$ cat src/rtl/multiplier_csa_26b_pkg.sv
// Width constants shared by the 26x26 carry-save multiplier and the memory-control
// top that feeds it from 52-bit words (upper half = a, lower half = b).
package multiplier_csa_26b_pkg;

   localparam int N      = 26;
   localparam int PW     = 2 * N;
   localparam int ADDR_W = 7;
   localparam int RA_W   = 5;
   localparam int CA_W   = 2;

   typedef logic [N-1:0]  operand_t;
   typedef logic [PW-1:0] product_t;

   // Split a memory word into multiplicand (upper half) and multiplier (lower half)
   function automatic operand_t word_hi(input product_t w);
      return w[PW-1:N];
   endfunction

   function automatic operand_t word_lo(input product_t w);
      return w[N-1:0];
   endfunction

endpackage

$ cat src/rtl/multiplier_csa_26b_full_adder.sv
// One-bit full adder cell used for every position of the carry-save array.
module full_adder
(
   input  logic x,
   input  logic y,
   input  logic cin,
   output logic s,
   output logic cout
);

   assign s    = x ^ y ^ cin;
   assign cout = (x & y) | (cin & (x ^ y));

endmodule

$ cat src/rtl/multiplier_csa_26b.sv
// Unsigned N x N array multiplier: AND partial products reduced by a carry-save
// full-adder array, one carry-propagate add, then a single output register.
module multiplier_csa_26b
   import multiplier_csa_26b_pkg::*;
#(
   parameter int N = multiplier_csa_26b_pkg::N
)
(
   output logic [2*N-1:0] out,
   input  logic [N-1:0]   a,
   input  logic [N-1:0]   b,
   input  logic           clk,
   input  logic           rstn
);

   localparam int PW = 2 * N;

   logic [PW-1:0] product_p0;

   // Each row keeps a redundant (sum, carry) pair; carries move one bit left
   // into the next row instead of rippling within the row.
   for (genvar r = 0; r < N; r++) begin : g_row
      logic [PW-1:0] pp;
      logic [PW-1:0] s;
      logic [PW-1:0] c;

      assign pp = PW'(a & {N{b[r]}}) << r;

      if (r == 0) begin : g_first
         assign s = pp;
         assign c = '0;
      end else begin : g_csa
         logic [PW:0] co;
         logic        unused_co_top;

         assign co[0] = 1'b0;
         for (genvar k = 0; k < PW; k++) begin : g_bit
            full_adder u_fa (
               .x    (g_row[r-1].s[k]),
               .y    (g_row[r-1].c[k]),
               .cin  (pp[k]),
               .s    (s[k]),
               .cout (co[k+1])
            );
         end
         assign c = co[PW-1:0];
         // The running sum never reaches 2**PW, so this carry is always zero.
         assign unused_co_top = co[PW];
      end
   end

   assign product_p0 = g_row[N-1].s + g_row[N-1].c;

   // ---- stage p0 -> output register ----
   always_ff @(posedge clk) begin
      if (!rstn) begin
         out <= '0;
      end else begin
         out <= product_p0;
      end
   end

endmodule

$ cat config.mk
export PLATFORM = sky130hd
export DESIGN_NAME = multiplier_csa_26b
export DESIGN_NICKNAME = d
export VERILOG_FILES = /design/src/rtl/multiplier_csa_26b_pkg.sv /design/src/rtl/multiplier_csa_26b_full_adder.sv /design/src/rtl/multiplier_csa_26b.sv
export SDC_FILE = /design/constraint.sdc
export NUM_CORES = 1
export LEC_CHECK = 0
export ABC_AREA = 1
export ABC_CLOCK_PERIOD_IN_PS = 28400
export CORE_MARGIN = 2
export CORE_UTILIZATION = 60
export DETAILED_ROUTE_END_ITERATION = 10
export GPL_TIMING_DRIVEN = 0
export MAX_ROUTING_LAYER = met4
export PLACE_DENSITY = 0.91
export SKIP_CTS_REPAIR_TIMING = 1
export SYNTH_ARGS = -nofsm -noshare
export SYNTH_HDL_FRONTEND = slang
export SYNTH_SLANG_ARGS = --single-unit
$ cat constraint.sdc
create_clock -name clk -period 28.4 [get_ports clk]
set_clock_uncertainty 0.2 [all_clocks]
set_input_delay 4.26 -clock clk [delete_from_list [all_inputs] [get_ports clk]]
set_output_delay 4.26 -clock clk [all_outputs]
set_load 0.01 [all_outputs]
==> run_results.csv, run 1 <==
group,metric,value,unit
run_status,status,"complete, no violations",
placement,hpwlAfterDp,46.3,mm
detailed_routing,via_per_inst,5.11,
die,initial_utilization,60.6,%
logic_synthesis,synth_nets,3428,
min_path,min_path_cells,3,
sta,hold_viol,0,
cts,cts_tree,"done",
logic_synthesis,synthCells,2723,
sta,slew_headroom,35.7,%
critical_path,cp_common_cell,"fa_1",
logic_synthesis,synth.distinct_cells,23,
detailed_routing,postRouteAntennaNets,0,
global_route,grt_usage,30.5,%
sta,fmax,49.9,MHz
global_route,grt.overflow.total,0,
job,drv_cap,0,
logic_synthesis,synth_most_common_cell,"nand2_1",
layout,largest_register_ffs,52,
detailed_routing,drt_pass1_iterations,6,
min_path,hp-class,"input pin to register",
layout,num-nets-final,3488,
cts,cts_made_buffers,5,
logic_synthesis,ys_top_cells_by_area,"fa_1, nand2_1, inv_1, dfxtp_1, ha_1",
sta,hold_slack,4170,ps
sta,fin_ws,8370,ps
logic_synthesis,yosysWarnings,0,
layout,n_fill_cell,2690,
sta,tightest_slew,964,ps
min_path,hold_end,"out[0]$_SDFF_PN0_",
global_route,grt_pass1_vias,18520,
sta,tns,0,ps
layout,drive_above_1_share,0.934,%
critical_path,cp.required,28420,ps
sta,finalSetupViolCount,0,
logic_synthesis,synth-async-reset-ratio,0,%
sta,min_period,20030,ps
detailed_routing,route.detailed.drc,0,
logic_synthesis,synth_top_area_share,56.1,%
die,core,35400,um2
die,die_area,37300,um2
global_route,grt_pass1_wl,83.9,mm
logic_synthesis,synthTopCellsByCount,"nand2_1, inv_1, fa_1, clkbuf_1",
logic_synthesis,yosysSeqAreaShare,4.85,%
detailed_routing,wire_per_inst,15.9,um
critical_path,startpoint_type,"input pin",
die,num_io_pins,106,
die,rows,69,
critical_path,path_max_fanout,10,
layout,seqCellArea,1040,um2
die,die_y,193,um
critical_path,end_kind,"register",
layout,fin_cells,3251,
placement,pre_cts_ws,8090,ps
cts,cts.sinks,52,
detailed_routing,num_vias,16608,
sta,timing.final.crit_share,70.5,%
logic_synthesis,synthFlopType,"dfxtp_1",
layout,multi_input_comb_area,16600,um2
cts,htree_levels,2,
global_route,grt_max_degree,17,
layout,top_regs,"out x52",
sta,rsz0062_at_grt,"false",
cts,clk_path_buf_depth,2,
placement,place_inst,3237,
min_path,worstHoldStart,"a[0]",
sta,final_max_slew_viol_count,0,
logic_synthesis,synth-seq-cells,52,
critical_path,crit_arrival,20050,ps
global_route,antenna_found_initial,6,
cts,clk_pin_slew_worst_paths,70,ps
layout,top_register,"out",
placement,place.gp.congestion,0.918,
critical_path,crit_path_top_delay_cell,"clkbuf_1",
critical_path,cpPeakStageDelay,560,ps
critical_path,worst-setup-path-type,"input pin to register",
logic_synthesis,syn_area_per_cell,7.88,um2
layout,syn_to_final_growth,6.06,%
cts,root_buffer,"clkbuf_16",
logic_synthesis,yosys.area.top_type,"fa_1",
logic_synthesis,synth_edf_count,0,
detailed_routing,route.final.wire_length,51.8,mm
die,die_x,193,um
detailed_routing,drt_iter0_drc,1256,
logic_synthesis,syn-cell-area,21500,um2
placement,io_buffers,53,
## per-layer routing
metal	share of wire, %	GRT usage [%]	wire length, um
met1	38	35.6	19600
met2	50	52.5	25800
met3	7.9	3.73	4110
met4	4.6	14.9	2410
met5	0	-	0
## cell type report
type                    count  area share, %
multi-input cells        1655           72.9
inverters                 855           14.1
flip-flops and latches     52           4.57
plain buffers             161           2.67
well taps                 461           2.53
repair buffers             53           2.33
clock buffers               6          0.610
clock inverters             2          0.170
diodes                      6         0.0660
## worst max-delay path: cells and delay by family
family | cells | cell delay (ps)
AND/OR/NAND/NOR | 9 | 960
buffers and inverters | 7 | 1440
adder cells (fa/ha/maj) | 27 | 13360
## through the flow
stage	area, um2	utilization (%)
final	22800	64.3
after global routing	22800	64.3
after CTS	22700	64.2
after detailed placement	22600	63.7
after global placement	22600	63.7
after floorplan	21500	-
## kinds of logic (layout without fill, tap and decap cells)
| kind of cell | Yosys count | in the layout | share of synthesized area (%) |
|---|---|---|---|
| AO/OA/AOI/OAI | 39 | 39 | 0.956 |
| adder cells (fa/ha/maj) | 651 | 651 | 59.0 |
| buffers and inverters | 1016 | 1077 | 17.8 |
| flip-flops | 52 | 52 | 4.85 |
| other | 0 | 6 | 0 |
| AND/OR/NAND/NOR | 965 | 965 | 17.4 |
## how the worst max path moves through the flow
stage                from            endpoint  slack (ps)
global route         b[0]  out[46]$_SDFF_PN0_        7810
detailed placement   b[0]  out[46]$_SDFF_PN0_        8090
finish               b[0]  out[46]$_SDFF_PN0_        8370
global placement     b[0]  out[46]$_SDFF_PN0_        8390
CTS                  b[0]  out[46]$_SDFF_PN0_        8410
floorplan           a[24]  out[50]$_SDFF_PN0_        9500
## cells in the final DEF, fill, tap and decap left out, drive strengths merged
| master | instances |
|---|---|
| inv | 855 |
| nand2 | 873 |
| and2 | 4 |
| o21ai | 9 |
| nand3 | 22 |
| nand4 | 1 |
| buf | 1 |
| fa | 601 |
| a21oi | 29 |
| clkdlybuf4s50 | 53 |
| nand2b | 2 |
| or2 | 1 |
| dfxtp | 52 |
| nand3b | 3 |
| diode | 6 |
| bufinv | 1 |
| clkbuf | 166 |
| nor2 | 58 |
| nor3 | 1 |
| clkinv | 1 |
| ha | 50 |
| o21a | 1 |
Power of run 1 is not shown: default switching activity piles up to over one toggle a cycle in this logic, so the estimate is an artifact.
==> inputs of run 2 (changes only) <==
ABC_CLOCK_PERIOD_IN_PS = 20500   (was 28400)
clock period = 20.5 ns   (was 28.4 ns; I/O delays follow)
==> results of run 2 <==
The final DEF is identical to that of run 1. Status: complete, no violations.
Among the figures that moved: setup slack after placement 8090 ps -> 1380 ps; setup slack after layout 8370 ps -> 1660 ps; hold slack 4170 ps -> 2990 ps
Power of run 2 is left out for the same reason.
==> inputs of run 3 (changes only) <==
ABC_CLOCK_PERIOD_IN_PS = not set   (was 20500)
REMOVE_ABC_BUFFERS = 1   (was not set)
==> run 3 against run 2 <==
  * Worst hold slack better by 200 ps
  * Sequential share of layout area is essentially flat
  * Worst setup slack worse by 27 ps
  * Sequential cell count is the same
  * Largest cell class unchanged
  * First-iteration DRC count shrank 37%
  * Clock-buffer cell count decreased by 1
  * Cell count is 3.5% lower
  * Non-clock buffer count shrank 109
==> run_results.csv, run 3 (synthesized netlist as in run 1, its figures left out) <==
group,metric,value,unit
run_status,status,"complete, no violations",
layout,num-nets-final,3379,
die,rows,69,
placement,place_inst,3128,
sta,fin_ws,1630,ps
layout,syn_to_final_growth,5.51,%
die,die_area,37300,um2
global_route,antenna_found_initial,0,
sta,slew_headroom,22.3,%
sta,min_period,18870,ps
critical_path,crit_path_top_delay_cell,"clkdlybuf4s50_1",
global_route,grt_pass1_wl,74.1,mm
detailed_routing,wire_per_inst,13.2,um
critical_path,crit_arrival,18870,ps
layout,drive_above_1_share,0.972,%
sta,fmax,53.0,MHz
min_path,worstHoldStart,"rstn",
cts,cts_tree,"done",
cts,clk_pin_slew_worst_paths,70,ps
critical_path,cp.required,20500,ps
detailed_routing,drt_iter0_drc,790,
die,die_x,193,um
critical_path,end_kind,"register",
critical_path,cp_common_cell,"fa_1",
layout,top_register,"out",
min_path,hold_end,"out[6]$_SDFF_PN0_",
cts,root_buffer,"clkbuf_16",
layout,final_cell_mix,"nand2_1, inv_1, fa_1, clkdlybuf4s50_1",
critical_path,cpLargestDelayFamily,"adder cells",
sta,tightest_slew,1160,ps
cts,clk_path_buf_depth,2,
die,initial_utilization,60.6,%
critical_path,startpoint_type,"input pin",
cts,htree_levels,2,
critical_path,worst-setup-path-type,"input pin to register",
placement,pre_cts_ws,1270,ps
placement,hpwlAfterDp,36.2,mm
detailed_routing,via_per_inst,4.97,
global_route,grt.overflow.total,0,
placement,io_buffers,105,
sta,rsz0062_at_grt,"false",
placement,place.gp.congestion,0.823,
critical_path,path_max_fanout,26,
min_path,hp-class,"input pin to register",
layout,largest_register_ffs,52,
detailed_routing,route.final.wire_length,41.5,mm
min_path,min_path_cells,3,
sta,timing.final.crit_share,92.1,%
job,drv_cap,0,
critical_path,cpPeakStageDelay,1150,ps
layout,fin_cells,3136,
sta,tns,0,ps
layout,final_common_cell,"nand2_1",
global_route,grt_pass1_vias,17768,
critical_path,crit_buf_inv,6,
sta,finalSetupViolCount,0,
detailed_routing,drt_pass1_iterations,5,
global_route,grt_max_degree,51,
detailed_routing,num_vias,15580,
layout,top_regs,"out x52",
die,die_y,193,um
global_route,grt_usage,25.3,%
detailed_routing,postRouteAntennaNets,0,
cts,cts_made_buffers,5,
detailed_routing,route.detailed.drc,0,
cts,cts.sinks,52,
die,core,35400,um2
sta,final_max_slew_viol_count,0,
sta,hold_viol,0,
layout,diodes,0,
die,num_io_pins,106,
## run 3: cell count changes in the layout (fill, tap and decap cells not counted), sizes merged
cell           before  now
clkbuf            166    5
clkdlybuf4s50      53  104
diode               6    0
clkinvlp            0    1
## run 3: tightest hold or removal path, cell delays in order
cell and delay (ps):
buf_2 390, nand2_1 160, inv_1 30
## run 3: how the worst max path moves through the flow
stage	startpoint	end	slack, ps	cells past startpoint
2_1_floorplan	a[24]	out[50]$_SDFF_PN0_	3280	42
3_3_place_gp	b[1]	out[46]$_SDFF_PN0_	1520	42
3_5_place_dp	b[1]	out[46]$_SDFF_PN0_	1270	42
4_1_cts	b[1]	out[46]$_SDFF_PN0_	1600	42
5_1_grt	a[23]	out[46]$_SDFF_PN0_	1090	42
6_report	b[1]	out[46]$_SDFF_PN0_	1630	42
## run 3: stage by stage
stage	instance area, um2	util (%)	hold slack, ps
after floorplan	20800	-	2970
after global routing	22600	64.0	3240
after detailed placement	22500	63.5	3520
after CTS	22600	64.0	3190
after global placement	22500	63.5	3610
final	22600	64.0	3190
## run 3: cell type report
type | count | area, um2
clock inverter | 3 | 42.5
sequential | 52 | 1040
timing repair buffer | 105 | 1050
clock buffer | 5 | 125
tap | 461 | 577
fill | 2668 | 12800
inverter | 855 | 3210
multi-input combinational | 1655 | 16600
## run 3: per-layer routing
layer	vias up	wire, um	global-route usage, %
li1	7185	-	-
met1	7821	15500	27.1
met2	448	22900	48.7
met3	126	1940	2.33
met4	0	1220	8.45
met5	-	0	-
Power of run 3 is left out for the same reason.
